$ cat config.mk
export PLATFORM = sky130hd
export DESIGN_NAME = axis_switch_rr_master
export DESIGN_NICKNAME = d
export VERILOG_FILES = /design/src/rtl/axis_switch_rr_master.sv
export SDC_FILE = /design/constraint.sdc
export NUM_CORES = 1
export LEC_CHECK = 0
export ABC_AREA = 1
export CELL_PAD_IN_SITES_DETAIL_PLACEMENT = 0
export CELL_PAD_IN_SITES_GLOBAL_PLACEMENT = 1
export CORE_ASPECT_RATIO = 0.6
export CORE_MARGIN = 2
export CORE_UTILIZATION = 34
export DETAILED_ROUTE_END_ITERATION = 8
export PLACE_DENSITY_LB_ADDON = 0.2
export SETUP_SLACK_MARGIN = 0.3
export SLEW_MARGIN = 20
export SYNTH_ARGS = -nofsm -noshare
export SYNTH_HDL_FRONTEND = slang
export SYNTH_SLANG_ARGS = --single-unit
$ cat constraint.sdc
create_clock -name aclk -period 2.3 [get_ports aclk]
set_input_delay 0.46 -clock aclk [delete_from_list [all_inputs] [get_ports aclk]]
set_output_delay 0.46 -clock aclk [all_outputs]
set_load 0.05 [all_outputs]
$ cat src/rtl/axis_switch_rr_master.sv
// axis_switch_rr_master: N:1 AXI-Stream switch with round-robin or fixed-priority
// arbitration, optional packet lock on TLAST, optional TID source tagging and a
// registered 2-entry output slice (no combinational m_ready -> s_ready path).
// Ports:
//   aclk, aresetn          clock, synchronous active-low reset
//   s_valid/s_ready        per-slave handshake (NSLAVES bits each)
//   s_data/s_dest/s_id     packed per-slave payload, slave j at [j*W +: W]
//   s_last                 per-slave TLAST
//   m_valid/m_ready        master handshake
//   m_data/m_dest/m_id/m_last  master payload (registered)
module axis_switch_rr_master #(
  parameter int unsigned NSLAVES    = 2,
  parameter int unsigned DATA_WIDTH = 64,
  parameter int unsigned DEST_WIDTH = 1,
  parameter int unsigned ID_WIDTH   = 1,
  parameter int unsigned HAS_DEST   = 0,
  parameter int unsigned HAS_LAST   = 0,
  parameter int unsigned HAS_ID     = 0,
  parameter int unsigned ARB_MODE   = 1,
  parameter int unsigned ID_SRC     = 0
) (
  input  logic                             aclk,
  input  logic                             aresetn,
  input  logic [NSLAVES-1:0]               s_valid,
  output logic [NSLAVES-1:0]               s_ready,
  input  logic [NSLAVES*DATA_WIDTH-1:0]    s_data,
  input  logic [NSLAVES*DEST_WIDTH-1:0]    s_dest,
  input  logic [NSLAVES*ID_WIDTH-1:0]      s_id,
  input  logic [NSLAVES-1:0]               s_last,
  output logic                             m_valid,
  input  logic                             m_ready,
  output logic [DATA_WIDTH-1:0]            m_data,
  output logic [DEST_WIDTH-1:0]            m_dest,
  output logic [ID_WIDTH-1:0]              m_id,
  output logic                             m_last
);

  localparam int unsigned IDX_W = (NSLAVES > 1) ? $clog2(NSLAVES) : 1;

  typedef enum logic {IDLE, XFER} state_t;

  state_t             state, state_nxt;
  logic [IDX_W-1:0]   grant, grant_nxt;
  logic [IDX_W-1:0]   rr_ptr, rr_ptr_nxt;
  logic [IDX_W-1:0]   pick, cand;
  logic               found;
  logic [NSLAVES-1:0] s_ready_nxt;

  logic [1:0]            count, count_nxt;
  logic                  push, pop, end_grant;
  logic [DATA_WIDTH-1:0] in_data, sk_data;
  logic [DEST_WIDTH-1:0] in_dest, sk_dest;
  logic [ID_WIDTH-1:0]   in_id, sk_id;
  logic                  in_last, sk_last;

  // Arbiter: first valid slave starting at rr_ptr (round-robin) or at index 0 (fixed).
  always_comb begin
    pick  = '0;
    cand  = '0;
    found = 1'b0;
    for (int unsigned i = 0; i < NSLAVES; i++) begin
      if (ARB_MODE == 1) cand = IDX_W'((32'(rr_ptr) + i) % NSLAVES);
      else               cand = IDX_W'(i);
      if (!found && s_valid[cand]) begin
        found = 1'b1;
        pick  = cand;
      end
    end
  end

  // Beat acceptance and end-of-grant detection.
  always_comb begin
    push      = (state == XFER) && s_valid[grant] && s_ready[grant];
    pop       = m_valid && m_ready;
    end_grant = push && ((HAS_LAST == 0) || s_last[grant]);
  end

  // Payload selection from the granted slave.
  always_comb begin
    in_data = s_data[32'(grant)*DATA_WIDTH +: DATA_WIDTH];
    in_dest = '0;
    in_id   = '0;
    in_last = 1'b0;
    if (HAS_DEST != 0) in_dest = s_dest[32'(grant)*DEST_WIDTH +: DEST_WIDTH];
    if (ID_SRC != 0)      in_id = ID_WIDTH'(grant);
    else if (HAS_ID != 0) in_id = s_id[32'(grant)*ID_WIDTH +: ID_WIDTH];
    if (HAS_LAST != 0) in_last = s_last[grant];
  end

  // Next-state logic; s_ready is precomputed from next state/grant/occupancy so it can be registered.
  always_comb begin
    state_nxt   = state;
    grant_nxt   = grant;
    rr_ptr_nxt  = rr_ptr;
    count_nxt   = count;
    s_ready_nxt = '0;
    case (state)
      IDLE: begin
        if (found) begin
          grant_nxt = pick;
          state_nxt = XFER;
        end
      end
      XFER: begin
        if (end_grant) begin
          state_nxt  = IDLE;
          rr_ptr_nxt = (32'(grant) == NSLAVES - 1) ? '0 : grant + IDX_W'(1);
        end
      end
      default: state_nxt = IDLE;
    endcase
    if (push && !pop)      count_nxt = count + 2'd1;
    else if (!push && pop) count_nxt = count - 2'd1;
    if ((state_nxt == XFER) && (count_nxt < 2'd2)) s_ready_nxt[grant_nxt] = 1'b1;
  end

  // FSM and arbitration state register.
  always_ff @(posedge aclk) begin
    if (!aresetn) begin
      state   <= IDLE;
      grant   <= '0;
      rr_ptr  <= '0;
      s_ready <= '0;
    end else begin
      state   <= state_nxt;
      grant   <= grant_nxt;
      rr_ptr  <= rr_ptr_nxt;
      s_ready <= s_ready_nxt;
    end
  end

  // Output slice: head entry drives m_*, second entry absorbs one beat of backpressure.
  always_ff @(posedge aclk) begin
    if (!aresetn) begin
      count   <= 2'd0;
      m_valid <= 1'b0;
      m_data  <= '0;
      m_dest  <= '0;
      m_id    <= '0;
      m_last  <= 1'b0;
      sk_data <= '0;
      sk_dest <= '0;
      sk_id   <= '0;
      sk_last <= 1'b0;
    end else begin
      count   <= count_nxt;
      m_valid <= (count_nxt != 2'd0);
      case (count)
        2'd0: begin
          if (push) begin
            m_data <= in_data; m_dest <= in_dest; m_id <= in_id; m_last <= in_last;
          end
        end
        2'd1: begin
          if (push && pop) begin
            m_data <= in_data; m_dest <= in_dest; m_id <= in_id; m_last <= in_last;
          end else if (push) begin
            sk_data <= in_data; sk_dest <= in_dest; sk_id <= in_id; sk_last <= in_last;
          end
        end
        default: begin
          if (pop) begin
            m_data <= sk_data; m_dest <= sk_dest; m_id <= sk_id; m_last <= sk_last;
            if (push) begin
              sk_data <= in_data; sk_dest <= in_dest; sk_id <= in_id; sk_last <= in_last;
            end
          end
        end
      endcase
    end
  end

endmodule

Word level (Yosys, flattened, before mapping)
Index checks and enable logic that the tools add are counted.
{ "classes": {"n_addsub": 4, "reduce_logical": 20, "mux": 50, "n_eq_ne": 4, "n_shift": 1, "bitwise_logic": 2, "magnitude_cmp": 6} }
{ "ops": {"columns": ["op", "n"], "rows": [
  ["64-bit 2-to-1 mux", 6],
  ["64-bit one-hot mux with 2 select lines", 2],
  ["128-bit by 8-bit variable part select with 64-bit output", 1],
  ["1-bit 2-to-1 mux", 32],
  ["1-bit one-hot mux with 2 select lines", 7],
  ["1-bit logical AND", 9],
  ["1-bit by 2-bit less-than comparator with 1-bit output (second input constant)", 4],
  ["2-bit inequality test (second input constant)", 3],
  ["3-bit AND reduction", 2],
  ["2-bit 2-to-1 mux", 2],
  ["2-bit AND reduction", 2],
  ["2-bit nonzero test", 2],
  ["1-bit zero test", 3],
  ["3-bit nonzero test", 1],
  ["1-bit adder (second input constant)", 2],
  ["2-bit by 1-bit adder with 2-bit output (second input constant)", 1],
  ["2-bit by 1-bit == test with 1-bit output (second input constant)", 1],
  ["2-bit zero test", 1],
  ["2-bit less-than comparator (second input constant)", 1],
  ["1-bit NOT", 2],
  ["2-bit by 1-bit subtractor with 2-bit output (second input constant)", 1],
  ["1-bit demux with 1-bit select", 1],
  ["1-bit >= comparator (second input constant)", 1]
]} }
{ "word_totals": {"in_bits": 139, "out_inout_bits": 70, "word_cells": 101, "regBits": 142} }

Depth between registers and ports, before layout
{ "depth": {"word_depth": 12, "mapped_depth": 10, "mapped_depth_nobuf": 10} }

Worst setup path before layout
Ideal clock, no wire load.
{ "synth_path": {"kind": "register -> register", "startpoint": "register m_valid", "endpoint": "register m_data[25]", "n_path_buf": 2, "synth_period_minus_slack_ns": 1.686, "setup_ns": 0.114, "t_arrival_ns": 1.572, "t_required_ns": 2.186, "slack_ns": 0.614, "path_stages_with_launch": 8, "path_cell_list": "dfxtp_1 > nand2_1 > o21ai_0 > clkbuf_1 > buf_2 > nand4_1 > nand2_1 > nor2_1"} }
{ "synth_between": {"elab_chain_cells": 4, "word_cells_on_any_way": 5, "classes_between": "1 x eq/ne; 4 x reduce/logical"} }
{ "synth_lines": {"columns": ["element", "line_no", "source"], "rows": [
  ["start, declared", "30", "output logic m_valid,"],
  ["start signal, assigned", "147", "m_valid <= (count_nxt != 2'd0);"],
  ["1-bit logical AND *", "74", "pop = m_valid && m_ready;"],
  ["1-bit logical AND", "155", "if (push && pop) begin"],
  ["2-bit inequality test (no source line)", null, null],
  ["3-bit AND reduction (no source line) *", null, null],
  ["end signal, assigned", "151", "m_data <= in_data; m_dest <= in_dest; m_id <= in_id; m_last <= in_last;"],
  ["end signal, assigned", "156", "m_data <= in_data; m_dest <= in_dest; m_id <= in_id; m_last <= in_last;"],
  ["end signal, assigned", "163", "m_data <= sk_data; m_dest <= sk_dest; m_id <= sk_id; m_last <= sk_last;"],
  ["end, declared", "32", "output logic [DATA_WIDTH-1:0] m_data,"]
]} }
Mark *: on every way between the ends. The rest lies on a longest branch, timed or not.
A chain may end at the register's enable or synchronous reset.

Worst setup path in the final report
{ "layout_path": {"startpoint": "input port s_valid[1]", "endpoint": "register sk_data[63]"} }
{ "layout_between": {"elab_chain_cells": 7, "word_cells_on_any_way": 11, "classes_between": "1 x eq/ne; 6 x mux; 4 x reduce/logical"} }
{ "layout_lines": {"columns": ["element", "line_no", "source"], "rows": [
  ["start, declared", "24", "input logic [NSLAVES-1:0] s_valid,"],
  ["1-bit 2-to-1 mux (implied by the code) * (2 in series)", "73", "push = (state == XFER) && s_valid[grant] && s_ready[grant];"],
  ["1-bit logical AND * (2 in series)", "73", null],
  ["64-bit 2-to-1 mux or 1-bit logical AND (tied branches)", null, null],
  ["64-bit 2-to-1 mux (tied with other cells)", null, null],
  ["64-bit one-hot mux with 2 select lines or 3-bit AND reduction (tied branches)", null, null],
  ["end signal, assigned", "158", "sk_data <= in_data; sk_dest <= in_dest; sk_id <= in_id; sk_last <= in_last;"],
  ["end signal, assigned", "165", "sk_data <= in_data; sk_dest <= in_dest; sk_id <= in_id; sk_last <= in_last;"],
  ["end, declared", "51", "logic [DATA_WIDTH-1:0] in_data, sk_data;"]
]} }
Mark *: on every way between the ends. The rest lies on a longest branch, timed or not. The select of a mux whose other input is x is not followed.

==> flow_metrics.env <==
export IMPL_outcome="completed"
export IMPL_drtIter0Drc=375
export IMPL_hp_class="flip-flop to flip-flop"
export IMPL_die_height_um=112
export IMPL_cp_end_kind="flip-flop"
export IMPL_ys_types=19
export IMPL_fin_setup_tns_ns=0
export IMPL_dp_hpwl_mm=13.6
export IMPL_peakVddDrop_uv=817
export IMPL_cts_htree_levels=4
export IMPL_rsz0062_at_grt="false"
export IMPL_cpMaxStageDelayCell="clkdlybuf4s50_1"
export IMPL_globalRouteTotalUtil=0.204
export IMPL_fin_nets=1349
export IMPL_setup_viol=0
export IMPL_antenna_cells=0
export IMPL_crit_chain="clkdlybuf4s50_1 -> nand3_1 -> nand2_1 -> nand2_1 -> inv_2 -> nand2_2 -> buf_4 -> o21ai_0 -> nor2_1"
export IMPL_most_common_layout_cells="nand2_1 (336), nor2_1 (260), dfxtp_1 (135), clkdlybuf4s50_1 (131), nand3_1 (71)"
export IMPL_cts_buffer_depth=2
export IMPL_antenna_found_initial=0
export IMPL_cts_repair_resized=67
export IMPL_postCtsSetupBuffers=0
export IMPL_crit_type="input port to flip-flop"
export IMPL_place_inst=1435
export IMPL_clk_latency_ns=0.42
export IMPL_cts_tree="done"
export IMPL_yosysWarningCount=0
export IMPL_crit_fanout=25
export IMPL_cp_top_family="buffers and inverters"
export IMPL_dieArea_sq_um=20600
export IMPL_power_density_nw_per_um2=1360
export IMPL_vias_per_cell=4.71
export IMPL_ios=209
export IMPL_grt_pass1_vias=6384
export IMPL_timing_fmax_ghz=0.544
export IMPL_syn_area_sq_um=6600
export IMPL_relSlewSlack=0.614
export IMPL_syn_inst=1045
export IMPL_gp_congestion=0.771
export IMPL_yosysSeqAreaShare=0.412
export IMPL_ys_ff_latch=136
export IMPL_drive_gt1_frac=0.0581
export IMPL_fin_crit_ns=1.84
export IMPL_rows=39
export IMPL_p_leak_nw=4.23
export IMPL_start_util=0.347
export IMPL_grt_pass1_wl_mm=33.5
export IMPL_cts_hold_fix_buffers=0
export IMPL_wl_per_cell_um=14.1
export IMPL_chipWidth_um=184
export IMPL_worst_setup_path_start_kind="input port"
export IMPL_max_cap_violations=0
export IMPL_setup_slack_ns=0.462
export IMPL_avgSynthCellArea_sq_um=6.32
export IMPL_hold_viol=0
export IMPL_final_cells=1467
export IMPL_required_ns=2.60
export IMPL_port_buffers=199
export IMPL_cts_root_buf="clkbuf_16"
export IMPL_path_buf_inv=3
export IMPL_max_stage_delay_ns=0.56
export IMPL_pre_cts_slack_ns=0.0467
export IMPL_grt_ovfl_total=0
export IMPL_syn_to_final_growth_pct=41.9
export IMPL_wirelength_mm=20.7
export IMPL_cp_common_cell="nand2_1"
export IMPL_critPathArrivalTime_ns=2.14
export IMPL_period_share=0.799
export IMPL_cts_sinks=136
export IMPL_vias=6905
export IMPL_layout_commonest_cell="nand2_1"
export IMPL_numCtsBuffers=17
export IMPL_first_pass_iters=5
export IMPL_tightestPinTransition_ns=0.582
export IMPL_ant_nets=0
export IMPL_slew_violations=0
export IMPL_drcViolationCount=0
export IMPL_fin_skew_ns=0.00957
export IMPL_cts_reportedPaths_clkPinSlew_ns=0.06
export IMPL_grt_start_max_net_pins=51
export IMPL_core_sq_um=19000
## synthesized netlist by cell type (all sizes together)
| cell type | number | area, sq um |
|---|---|---|
| o31ai | 1 | 7.51 |
| clkbuf | 25 | 93.8 |
| dfxtp | 136 | 2720 |
| ha | 2 | 25.0 |
| nand3 | 71 | 355 |
| inv | 15 | 56.3 |
| o22ai | 1 | 6.26 |
| nor2 | 260 | 976 |
| buf | 60 | 330 |
| conb | 1 | 3.75 |
| a21boi | 1 | 7.51 |
| nand4 | 64 | 400 |
| nand2 | 339 | 1270 |
| a21oi | 2 | 10.0 |
| o21ai | 67 | 335 |
## through the flow
step / power [W] / util / hold WS (ns) / instance area (sq um)
6_report: 0.0127 / 0.492 / 0.473 / 9370
3_5_place_dp: 0.0103 / 0.464 / 0.471 / 8840
2_1_floorplan: 0.00786 / - / 0.456 / 6610
5_1_grt: 0.0135 / 0.492 / 0.484 / 9370
3_3_place_gp: 0.0103 / 0.464 / 0.462 / 8840
4_1_cts: 0.0128 / 0.492 / 0.459 / 9370
## power breakdown
part           total, W  internal, W  leakage, nW  switching (W)
Combinational   0.00661      0.00190         2.84        0.00470
Sequential      0.00325      0.00296         1.11       0.000288
Clock           0.00285      0.00175        0.291        0.00110
## path summary, 6_finish.rpt
path              cells past startpoint  slack [ns]                        to               startpoint
setup / recovery                      9        0.46  sk_data[63]$_SDFFE_PN0P_               s_valid[1]
hold / removal                        2        0.47   m_data[55]$_SDFFE_PN0P_  m_data[55]$_SDFFE_PN0P_
setup reg to reg                      9        0.49  sk_data[63]$_SDFFE_PN0P_      count[0]$_SDFF_PN0_
hold reg to reg                       2        0.47   m_data[55]$_SDFFE_PN0P_  m_data[55]$_SDFFE_PN0P_
## worst register-to-register path, stage by stage, from the launching register on
cell     delay [ns]
dfxtp_1        0.35
inv_1          0.07
ha_1           0.22
inv_4          0.18
o21ai_0        0.12
a21oi_1        0.15
nand2_2        0.10
buf_4          0.24
o21ai_0        0.20
nor2_1         0.05
## state kept, by name, indices dropped and copies added, names as in the netlist
signal   flops
count        2
grant        1
m_data      64
m_valid      1
rr_ptr       1
s_ready      2
sk_data     64
state        1
## cell families (layout without fill, tap and decap cells)
group / after synthesis / in the layout / synth area share
and+or+nand+nor: 734 / 734 / 0.455
DFF: 136 / 136 / 0.412
buffers and inverters: 100 / 274 / 0.0728
AOI/OAI and AO/OA: 72 / 72 / 0.0555
adders and majority gates: 2 / 2 / 0.00379
other: 1 / 3 / 0.000568
## final cells by class
class,instances,area [sq um]
Inverter,15,58.8
Timing Repair Buffer,227,2230
Multi-Input combinational cell,811,3440
Clock buffer,19,443
Tap cell,246,308
Clock inverter,13,170
Fill cell,1982,9660
Sequential cell,136,2720
## per-layer routing
| metal | vias up | share of wire | GRT usage |
|---|---|---|---|
| met5 | - | 0 | 0 |
| met4 | 0 | 0.0075 | 0.0496 |
| met3 | 12 | 0.063 | 0.0533 |
| met2 | 184 | 0.41 | 0.300 |
| met1 | 3041 | 0.52 | 0.296 |
| li1 | 3668 | - | - |
Note: power is estimated with default switching activity, not from simulation.
